--- src/rtl/alu_share_arbiter.sv ---
// alu_share_arbiter: round-robin sharing of one external combinational ALU between two requesters
module alu_share_arbiter #(
  parameter int CNT_W   = 16,
  parameter bit RR_INIT = 1'b0
) (
  input  logic             clk,
  input  logic             reset,
  input  logic [1:0]       req_valid,
  output logic [1:0]       req_ready,
  input  logic [31:0]      req_instr_0,
  input  logic [31:0]      req_instr_1,
  input  logic [31:0]      req_a_0,
  input  logic [31:0]      req_a_1,
  input  logic [31:0]      req_b_0,
  input  logic [31:0]      req_b_1,
  output logic [31:0]      alu_instruction,
  output logic [31:0]      alu_regA,
  output logic [31:0]      alu_regB,
  input  logic [31:0]      alu_result,
  input  logic [2:0]       alu_flags,
  output logic [1:0]       rsp_valid,
  input  logic [1:0]       rsp_ready,
  output logic [31:0]      rsp_result_0,
  output logic [31:0]      rsp_result_1,
  output logic [2:0]       rsp_flags_0,
  output logic [2:0]       rsp_flags_1,
  output logic [CNT_W-1:0] op_count
);
  logic [1:0] eligible;
  logic [1:0] grant;
  logic       prio;
  // a full buffer that is draining this cycle can accept the next result
  assign eligible = req_valid & (~rsp_valid | rsp_ready);
  assign grant[0] = ~reset & eligible[0] & (~eligible[1] | ~prio);
  assign grant[1] = ~reset & eligible[1] & (~eligible[0] | prio);
  assign req_ready = grant;
  assign alu_instruction = grant[0] ? req_instr_0 : grant[1] ? req_instr_1 : '0;
  assign alu_regA        = grant[0] ? req_a_0     : grant[1] ? req_a_1     : '0;
  assign alu_regB        = grant[0] ? req_b_0     : grant[1] ? req_b_1     : '0;
  always_ff @(posedge clk) begin
    if (reset) begin
      rsp_valid    <= '0;
      rsp_result_0 <= '0;
      rsp_result_1 <= '0;
      rsp_flags_0  <= '0;
      rsp_flags_1  <= '0;
      op_count     <= '0;
      prio         <= RR_INIT;
    end else begin
      rsp_valid <= grant | (rsp_valid & ~rsp_ready);
      op_count  <= op_count + {{(CNT_W-1){1'b0}}, |grant};
      if (grant[0]) begin
        rsp_result_0 <= alu_result;
        rsp_flags_0  <= alu_flags;
        prio         <= 1'b1;
      end
      if (grant[1]) begin
        rsp_result_1 <= alu_result;
        rsp_flags_1  <= alu_flags;
        prio         <= 1'b0;
      end
    end
  end
endmodule

--- config.mk ---
export PLATFORM = sky130hd
export DESIGN_NAME = alu_share_arbiter
export DESIGN_NICKNAME = d
export VERILOG_FILES = /design/src/rtl/alu_share_arbiter.sv
export SDC_FILE = /design/constraint.sdc
export NUM_CORES = 1
export LEC_CHECK = 0
export BUFFER_PORTS_ARGS = -buffer_cell sky130_fd_sc_hd__buf_2
export CORE_AREA = 2 2 161 163
export CTS_BUF_LIST = sky130_fd_sc_hd__clkbuf_4
export DETAILED_ROUTE_END_ITERATION = 8
export DIE_AREA = 0 0 163 165
export SYNTH_ARGS = -nofsm -noshare
export SYNTH_HDL_FRONTEND = slang
export SYNTH_SLANG_ARGS = --single-unit
--- constraint.sdc ---
create_clock -name clk -period 2.3 [get_ports clk]
set_input_delay 0.115 -clock clk [delete_from_list [all_inputs] [get_ports clk]]
set_output_delay 0.115 -clock clk [all_outputs]
set_load 0.1 [all_outputs]
# Word-level counts from Yosys, hierarchy flattened
# Index checks and enable logic that the tools add are counted.
[classes]
mux = 6
reduce_logical = 2
n_addsub = 1
bitwise = 16
[ops]
columns = ["cell", "n"]
rows = [
  ["two-way mux 32 bit", 6],
  ["adder 16 x 1 -> 16 bit", 1],
  ["bitwise AND 1 bit", 4],
  ["bitwise AND 2 bit", 2],
  ["inverter 1 bit", 4],
  ["inverter 2 bit", 2],
  ["OR 2 bit", 2],
  ["OR reduction 2 bit", 2],
  ["OR 1 bit", 2],
]
[totals]
input_bits = 233
output_inout_bits = 186
elab_cells = 32
register_bits = 89

# Logic depth before layout (Yosys ltp)
# Gate-level depths: netlist of run 1.
[depth]
ltp_word = 8
mapped_depth = 10
mapped_depth_nobuf = 8

# Worst setup path after synthesis of run 1
# Ideal clock, no wire load.
[synth_timing]
kind = "reg-to-output"
start = "register rsp_valid[1]"
end = "output port alu_instruction[25]"
t_required_ns = 2.185
arrival_time_ns = 4.012
path_buffers = 2
path_slack_ns = -1.827
stages_incl_launch_ff = 6
path_cell_list = "dfxtp_1 > nor2b_1 > o211ai_1 > buf_2 > clkbuf_1 > o32ai_1"
[synth_between]
elab_chain_cells = 7
word_cells_on_any_way = 10
classes_between = "2 x mux; 8 x bitwise"
[synth_lines]
columns = ["element", "line", "text"]
rows = [
  ["from (decl)", "21", "output logic [1:0] rsp_valid,"],
  ["from (signal assigned)", "50", "rsp_valid <= grant | (rsp_valid & ~rsp_ready);"],
  ["inverter 2 bit (*)", "33", "assign eligible = req_valid & (~rsp_valid | rsp_ready);"],
  ["OR 2 bit (*)", "33", ""],
  ["bitwise AND 2 bit (*)", "33", ""],
  ["bitwise AND 1 bit / inverter 1 bit (equally long branches)", "35, 34", ""],
  ["bitwise AND 1 bit / OR 1 bit (equally long branches)", "35, 34", ""],
  ["two-way mux 32 bit / bitwise AND 1 bit (equally long branches)", "37, 34", ""],
  ["two-way mux 32 bit (*)", "37", "assign alu_instruction = grant[0] ? req_instr_0 : grant[1] ? req_instr_1 : '0;"],
  ["to (decl)", "16", "output logic [31:0] alu_instruction,"],
]
# Every way passes the cells marked *; elsewhere a longest branch is shown, timed or not.

# Worst setup path after layout of run 1
[layout_timing]
start = "register rsp_valid[1]"
end = "output port alu_regA[3]"
[layout_between]
elab_chain_cells = 7
word_cells_on_any_way = 10
classes_between = "2 x mux; 8 x bitwise"
[layout_lines]
columns = ["element", "line", "text"]
rows = [
  ["inverter 2 bit (*)", "33", ""],
  ["OR 2 bit (*)", "33", ""],
  ["bitwise AND 2 bit (*)", "33", ""],
  ["bitwise AND 1 bit / inverter 1 bit (equally long branches)", "35, 34", ""],
  ["bitwise AND 1 bit / OR 1 bit (equally long branches)", "35, 34", ""],
  ["two-way mux 32 bit / bitwise AND 1 bit (equally long branches)", "38, 34", ""],
  ["two-way mux 32 bit (*)", "38", "assign alu_regA = grant[0] ? req_a_0 : grant[1] ? req_a_1 : '0;"],
  ["to (decl)", "17", "output logic [31:0] alu_regA,"],
]
# Marks and branches as above.

==> results of run 1 <==
-- cells by family after synthesis --
family | share of synthesized area, %
xor+xnor | 0.456
simple gates | 26.6
flops | 30.9
compound gates | 17.1
buf+inv | 11.5
mux | 12.9
fa+ha+maj | 0.651
-- metrics by stage --
step / cells / hold WS [ns] / setup WS [ns]
2_1_floorplan: 701 / 0.266 / -0.449
3_3_place_gp: 1416 / 0.395 / 0.210
3_5_place_dp: 1416 / 0.409 / 0.142
4_1_cts: 1471 / 0.0250 / -0.0202
5_1_grt: 1478 / 0.0473 / -0.0384
6_report: 1478 / 0.0669 / 0.0734
-- power by group through the flow --
stage / Sequential, mW / Combinational, mW / Clock (mW)
after floorplan: 2.40 / 1.77 / 0
after global placement: 1.72 / 3.12 / 0
after detailed placement: 1.72 / 3.13 / 0
after CTS: 1.69 / 3.27 / 0.866
after global routing: 1.70 / 3.57 / 0.920
final: 1.69 / 3.44 / 0.829
-- worst max-delay path: cells and delay by family (launching register included) --
kind | cells | cell delay (ns)
compound gates | 2 | 0.38
buf+inv | 3 | 0.76
flops | 1 | 0.38
simple gates | 1 | 0.15
-- repair_timing --
| item | CTS | global route |
|---|---|---|
| endpoints found under the setup margin | 86 | 86 |
| pin swaps | 1 | 0 |
| gates resized for setup | 91 | 115 |
| setup buffers | 1 | 0 |
| endpoints found under the hold margin | 72 | 0 |
| hold buffers | 38 | 0 |
| cloned | 0 | 3 |
-- area by class of cell --
cell class                 count  area [um2]
tap                          330         413
timing repair buffer         493        3730
inverter                      99         372
antenna                        4        10.0
multi-input combinational    447        4580
clock buffer                   9        67.6
sequential                    89        1790
clock inverter                 7        53.8
fill                        2401       14000
-- sequential cells by signal (all words and copies together) (netlist names) --
register	count
prio	1
rsp_result_0	32
rsp_flags_0	3
rsp_valid	2
op_count	16
rsp_result_1	32
rsp_flags_1	3
-- routing by layer --
layer | GRT usage, % | routed length (um) | vias to the layer above
li1 | - | - | 3281
met1 | 19.3 | 9780 | 3111
met2 | 29.4 | 12400 | 237
met3 | 4.39 | 1780 | 35
met4 | 5.07 | 573 | 2
met5 | 0 | 11 | -
-- synth_stat cells, types with 3 or more instances --
cell type	count	area, um2
a21oi_1	10	50.1
buf_2	25	125
buf_4	3	22.5
clkbuf_1	37	139
dfxtp_1	89	1780
ha_1	3	37.5
inv_1	99	372
mux2_2	4	45.0
mux2i_1	70	701
nand2_1	4	15.0
nand2b_1	204	1280
nand3_1	5	25.0
nor2_1	12	45.0
nor2b_1	7	43.8
nor4_1	4	25.0
o21ai_0	4	20.0
o31ai_1	4	30.0
o32ai_1	96	841
or4_1	4	30.0
-- path summary, 6_finish.rpt --
kind / slack, ns / from / to / depth (start not counted)
worst max-delay path: 0.07 / rsp_valid[1] / alu_regA[3] / 6
worst max register to register: 0.15 / rsp_valid[0] / op_count[12] / 9
worst min-delay path: 0.07 / rsp_ready[0] / rsp_valid[1] / 4
worst min register to register: 0.48 / rsp_result_0[0] / rsp_result_0[0] / 2
==> impl_metrics.json, run 1 <==
{
  "status": "complete, no violations",
  "overflow": 0,
  "core_um2": 25000,
  "synthFlopType": "dfxtp_1",
  "nNetsFinal": 1375,
  "cp_max_fo": 22,
  "clkLatencyLatePin_ns": 0.44,
  "antenna_found_initial": 6,
  "crit_required_ns": 2.18,
  "start_util_pct": 23.0,
  "setup_viol": 0,
  "cts_tree": "done",
  "numCtsBuffers": 9,
  "finalSetupTns_ns": 0,
  "drt_iter0_markers": 218,
  "synth-edff-count": 0,
  "synthDistinctLibCells": 31,
  "portBuffers": 418,
  "dr.pass1.iters": 4,
  "synth_nets": 937,
  "switching_share_pct": 51.4,
  "p_int_mw": 2.90,
  "final_cell_mix": "325 x buf_2, 204 x nand2b_1, 99 x inv_1",
  "dp_hpwl_um": 18600,
  "max_freq_ghz": 0.449,
  "pwr-share-comb_pct": 57.7,
  "die_y_um": 165,
  "final_hold_viol_count": 0,
  "skew_ns": 0.0138,
  "ys_seq_area_share_pct": 30.9,
  "maxCapViolCount": 0,
  "arrival_ns": 2.11,
  "critPathCaptureType": "output pin",
  "postLayoutCellArea_um2": 11000,
  "critPathKind": "reg -> out",
  "cts_buffer_depth": 2,
  "drt_wl_total_um": 24500,
  "slew_violations": 0,
  "grt_pass1_wl_um": 35000,
  "gp_congestion": 0.850,
  "final_common_cell": "buf_2",
  "cp_cell_sequence": "nor2b_4 > o211ai_1 > clkbuf_16 > clkbuf_16 > o32ai_2 > buf_6",
  "cts_root_buffer": "clkbuf_4",
  "vias_per_cell": 4.51,
  "fin_crit_sh_pct": 96.8,
  "post-route-min-period_ns": 2.23,
  "cp_slowest_cell": "dfxtp_4",
  "hold_path_class": "in -> reg",
  "syn_avg_cell_area_um2": 8.23,
  "cts.sinks": 89,
  "max_stage_delay_ns": 0.38,
  "clk_pin_slew_ns": 0.15,
  "maxSlewHeadroom_pct": 61.6,
  "detail-route-antenna-nets": 0,
  "power.leakage_nw": 5.04,
  "async_reset_ff_share_pct": 0,
  "wire_per_inst_um": 16.6,
  "cp_common_cell": "clkbuf_16",
  "p_total_mw": 5.95,
  "syn2layout_area_growth_pct": 90.9,
  "synth_area_um2": 5770,
  "netlist_instances": 701,
  "seqPwrFrac_pct": 28.4,
  "power_frac_clock_pct": 13.9,
  "start_kind": "flop",
  "drcViolationCount": 0,
  "grt_pass1_vias": 6386,
  "placedInstanceArea_um2": 9630,
  "die_area_um2": 26900,
  "yosys_warnings": 0,
  "drive_gt1_share_pct": 51.0,
  "ir_drop_uv": 450,
  "cts.htree.levels": 3,
  "switchingPower_mw": 3.06,
  "track_usage_pct": 16.5,
  "rsz0062_at_grt": "yes",
  "die_w_um": 163,
  "powerDensity_nw_per_um2": 541,
  "vias": 6666,
  "utilization_pct": 44.0,
  "grt_start_max_net_pins": 73,
  "ys_seq_elements": 89,
  "tightestPinTransition_ns": 0.576,
  "num_io_pins": 419,
  "rows": 58
}
Power figures use the tool's default switching activity.
==> run 2: changes to the inputs <==
- ABC_CLOCK_PERIOD_IN_PS: not set -> 2050
- clock period: 2.3 -> 2.05 ns (I/O delays scaled with it)
==> impl_metrics.json, run 2 (synthesis results as in run 1) <==
{
  "drt_iter0_markers": 273,
  "arrival_ns": 2.08,
  "drt_wl_total_um": 27100,
  "portBuffers": 418,
  "clkLatencyLatePin_ns": 0.45,
  "largest_registers": "rsp_result_0 (32), rsp_result_1 (32), op_count (16)",
  "final_common_cell": "buf_2",
  "drcViolationCount": 0,
  "num_io_pins": 419,
  "vias_per_cell": 4.55,
  "slew_violations": 0,
  "maxCapViolCount": 0,
  "rows": 58,
  "hold_path_class": "in -> reg",
  "cts_buffer_depth": 2,
  "maxSlewHeadroom_pct": 42.4,
  "cts_root_buffer": "clkbuf_4",
  "gp_congestion": 0.820,
  "dr.pass1.iters": 4,
  "violations": "setup timing",
  "rsz0062_at_grt": "yes",
  "cts.sinks": 89,
  "powerDensity_nw_per_um2": 576,
  "tightestPinTransition_ns": 0.865,
  "dp_hpwl_um": 19300,
  "clk_pin_slew_ns": 0.14,
  "grt_pass1_vias": 7008,
  "core_um2": 25000,
  "start_kind": "flop",
  "fin_crit_sh_pct": 107,
  "syn2layout_area_growth_pct": 126,
  "cts.htree.levels": 3,
  "die_area_um2": 26900,
  "antenna_found_initial": 5,
  "fin_cells": 1505,
  "skew_ns": 0.0177,
  "placed_cells": 1409,
  "power.leakage_nw": 5.61,
  "post-route-min-period_ns": 2.19,
  "final_cell_mix": "319 x buf_2, 201 x nand2b_1, 114 x buf_12",
  "utilization_pct": 52.0,
  "critPathKind": "reg -> out",
  "timing.final.ws_setup_ns": -0.136,
  "ir_drop_uv": 490,
  "track_usage_pct": 19.1,
  "critPathCaptureType": "output pin",
  "cp_max_fo": 8,
  "detail-route-antenna-nets": 0,
  "vias": 6843,
  "nNetsFinal": 1403,
  "overflow": 0,
  "numCtsBuffers": 9,
  "status": "finished, violations left",
  "drive_gt1_share_pct": 53.3,
  "grt_start_max_net_pins": 97,
  "cts_tree": "done",
  "grt_pass1_wl_um": 39700,
  "max_freq_ghz": 0.458,
  "die_w_um": 163,
  "setup_viol": 96,
  "wire_per_inst_um": 18.0,
  "start_util_pct": 23.0,
  "final_hold_viol_count": 0,
  "die_y_um": 165,
  "crit_required_ns": 1.95
}
==> run 2: area by class of cell <==
class,instances,area (um2)
Timing Repair Buffer,521,5080
Multi-Input combinational cell,447,5210
Antenna cell,4,10.0
Clock inverter,3,42.5
Inverter,99,372
Clock buffer,12,90.1
Sequential cell,89,1800
Tap cell,330,413
Fill cell,2147,12000
==> run 2: per-stage QoR <==
step           TNS, ns  setup slack (ns)  power (mW)  cell area [um2]  hold WS [ns]
2_1_floorplan   -25.37            -0.552        4.81             7300         0.254
4_1_cts         -11.32            -0.161        7.50            12800        0.0134
3_5_place_dp         0             0.132        5.99            11200         0.395
3_3_place_gp         0             0.179        5.96            11200         0.385
6_report         -7.96            -0.136        7.50            13000        0.0612
5_1_grt         -22.60            -0.289        7.81            13000        0.0344
==> run 2: final timing paths <==
check	start	endpoint	slack (ns)	cells after the start
min	reset	rsp_flags_0[1]	0.06	3
max	rsp_valid[0]	alu_regB[21]	-0.14	7
min reg2reg	rsp_result_0[31]	rsp_result_0[31]	0.48	2
max reg2reg	rsp_valid[1]	op_count[12]	0.12	9
==> run 2: power by group <==
| part | internal, mW | switching (mW) | total [mW] | leakage, nW |
|---|---|---|---|---|
| Sequential | 1.84 | 0.0575 | 1.90 | 0.736 |
| Clock | 0.406 | 0.599 | 1.01 | 0.0734 |
| Combinational | 1.65 | 2.95 | 4.60 | 4.80 |
| Total | 3.90 | 3.60 | 7.50 | 5.61 |
==> run 2: worst max-delay path, stage by stage (launching register included) <==
cell	delay [ns]
dfxtp_4	0.39
nor2b_4	0.13
o211ai_1	0.27
buf_4	0.18
buf_12	0.17
clkbuf_16	0.20
o32ai_4	0.09
buf_12	0.19
==> run 2: per-layer routing <==
| metal | wire [um] | vias to the layer above | track usage [%] | share of wire, % |
|---|---|---|---|---|
| met4 | 558 | 0 | 6.56 | 2.1 |
| met1 | 10400 | 3212 | 21.7 | 38 |
| li1 | - | 3352 | - | - |
| met3 | 1730 | 32 | 4.67 | 6.4 |
| met5 | 0 | - | 0 | 0 |
| met2 | 14500 | 247 | 34.8 | 53 |
==> run 2: timing repair <==
action	4_1_cts	5_1_grt
endpoints found under the hold margin	73	0
endpoints found under the setup margin	97	98
pin swaps	18	69
gates cloned	13	4
hold buffers	41	0
buffers inserted	14	6
resized for setup	82	19
==> run 3: changes to the inputs <==
- RECOVER_POWER: not set -> 25
==> impl_metrics.json, run 3 (synthesis results as in run 1) <==
{
  "final_common_cell": "buf_2",
  "final_cell_mix": "282 x buf_2, 201 x nand2b_1, 114 x buf_12",
  "critPathKind": "reg -> out",
  "drt_iter0_markers": 252,
  "grtUsageMet3_pct": 4.67,
  "critPathCaptureType": "output pin",
  "cp_cell_sequence": "nor2b_4 > o211ai_1 > buf_4 > buf_12 > clkbuf_16 > o32ai_4 > buf_12",
  "start_util_pct": 23.0,
  "crit_required_ns": 1.95,
  "place_ws_ns": 0.132,
  "grt_pass1_vias": 7008,
  "gp_congestion": 0.820,
  "busiest_layer": "met2",
  "post-route-min-period_ns": 2.18,
  "cts_tree": "done",
  "multi_input_area_um2": 5210,
  "start_kind": "flop",
  "clk_pin_slew_ns": 0.14,
  "syn2layout_area_growth_pct": 126,
  "drive_gt1_share_pct": 53.0,
  "wire_per_inst_um": 18.1,
  "placed_cells": 1409,
  "met1_usage_pct": 21.7,
  "arrival_ns": 2.08,
  "final_hold_viol_count": 0,
  "cpLargestDelayFamily": "buffers and inverters",
  "grt_start_max_net_pins": 97,
  "grt_pass1_wl_um": 39700,
  "numCtsBuffers": 9,
  "fillers": 2151,
  "die_area_um2": 26900,
  "die_y_um": 165,
  "regArea_um2": 1800,
  "largest_registers": "rsp_result_0 (32), rsp_result_1 (32), op_count (16)",
  "rsz0062_at_grt": "yes",
  "cp_common_cell": "buf_12",
  "setup_viol": 96,
  "antenna_found_initial": 5,
  "met2_usage_pct": 34.8,
  "rows": 58,
  "vias": 6875,
  "dp_hpwl_um": 19300,
  "maxCapViolCount": 0,
  "drt_wl_total_um": 27200,
  "portBuffers": 418,
  "cp_max_fo": 8,
  "vias_per_cell": 4.57,
  "dr.pass1.iters": 5,
  "skew_ns": 0.0175,
  "powerDensity_nw_per_um2": 577,
  "cts_root_buffer": "clkbuf_4",
  "slew_violations": 0,
  "rrSetupSlack_ns": 0.12,
  "timing.final.ws_setup_ns": -0.131,
  "overflow": 0,
  "max_stage_delay_ns": 0.39,
  "cts_buffer_depth": 2,
  "cp_slowest_cell": "dfxtp_4",
  "path_buf_inv": 4,
  "drcViolationCount": 0,
  "cts.sinks": 89,
  "nNetsFinal": 1403,
  "clkLatencyLatePin_ns": 0.45,
  "track_usage_pct": 19.1,
  "ir_drop_uv": 490,
  "maxSlewHeadroom_pct": 23.2,
  "max_freq_ghz": 0.458,
  "status": "finished, violations left",
  "power.leakage_nw": 5.57,
  "hold_path_class": "in -> reg",
  "violations": "setup timing",
  "core_um2": 25000,
  "tightestPinTransition_ns": 1.16,
  "detail-route-antenna-nets": 0,
  "fin_crit_sh_pct": 106,
  "die_w_um": 163,
  "cts.htree.levels": 3,
  "num_io_pins": 419,
  "fin_cells": 1506
}
==> run 3: cell count changes in the layout (fill, tap and decap cells not counted), sizes merged <==
cell | before | now
buf | 475 | 438
clkbuf | 16 | 53
diode | 4 | 5
==> run 3: per-layer routing <==
metal,part of all wire (%),wire [um]
met3,6.3,1710
met4,2.0,544
met1,39,10500
met5,0,0
met2,53,14400
==> run 3: layout make-up <==
class                           count  share of cell area (%)
Inverter                           99                    2.85
Sequential cell                    89                    13.9
Antenna cell                        5                  0.0961
Multi-Input combinational cell    447                    40.0
Clock buffer                       12                   0.692
Tap cell                          330                    3.17
Clock inverter                      3                   0.327
Timing Repair Buffer              521                    39.0
==> run 3: power breakdown <==
group	internal (mW)	switching, mW
clock network	0.406	0.605
registers	1.84	0.0591
logic	1.65	2.95
==> run 3: worst reg2reg max path, delay by kind of cell (launching register included) <==
kind | cells | cell delay [ns]
adder cells (fa/ha/maj) | 2 | 0.35
AND/OR/NAND/NOR | 4 | 0.79
AO/OA/AOI/OAI | 2 | 0.23
buffers and inverters | 1 | 0.13
flip-flops | 1 | 0.37
==> run 3: what timing repair did <==
action                                  in CTS  in global routing
hold buffers                                41                  0
pin swaps                                   18                 69
endpoints found under the hold margin       73                  0
setup buffers                               14                  6
endpoints found under the setup margin      97                 98
gates resized for setup                     82                 19
gates cloned                                13                  4
==> run 3: per-stage QoR <==
stage	cell area (um2)	total power [mW]	setup TNS [ns]	utilization (%)	hold WS, ns
after floorplan	7300	4.81	-25.37	-	0.254
after global placement	11200	5.96	0	44.7	0.385
after detailed placement	11200	5.99	0	44.7	0.395
after CTS	12800	7.50	-11.32	51.0	0.0134
after global routing	13000	7.81	-22.55	52.0	0.0344
final	13000	7.51	-7.96	52.0	0.0577
==> run 3: path summary, 6_finish.rpt <==
| check | from | endpoint | cells past startpoint |
|---|---|---|---|
| setup / recovery | rsp_valid[0] | alu_regB[21] | 7 |
| hold reg to reg | rsp_result_0[31] | rsp_result_0[31] | 2 |
| setup reg to reg | rsp_valid[1] | op_count[12] | 9 |
| hold / removal | reset | rsp_flags_0[1] | 3 |
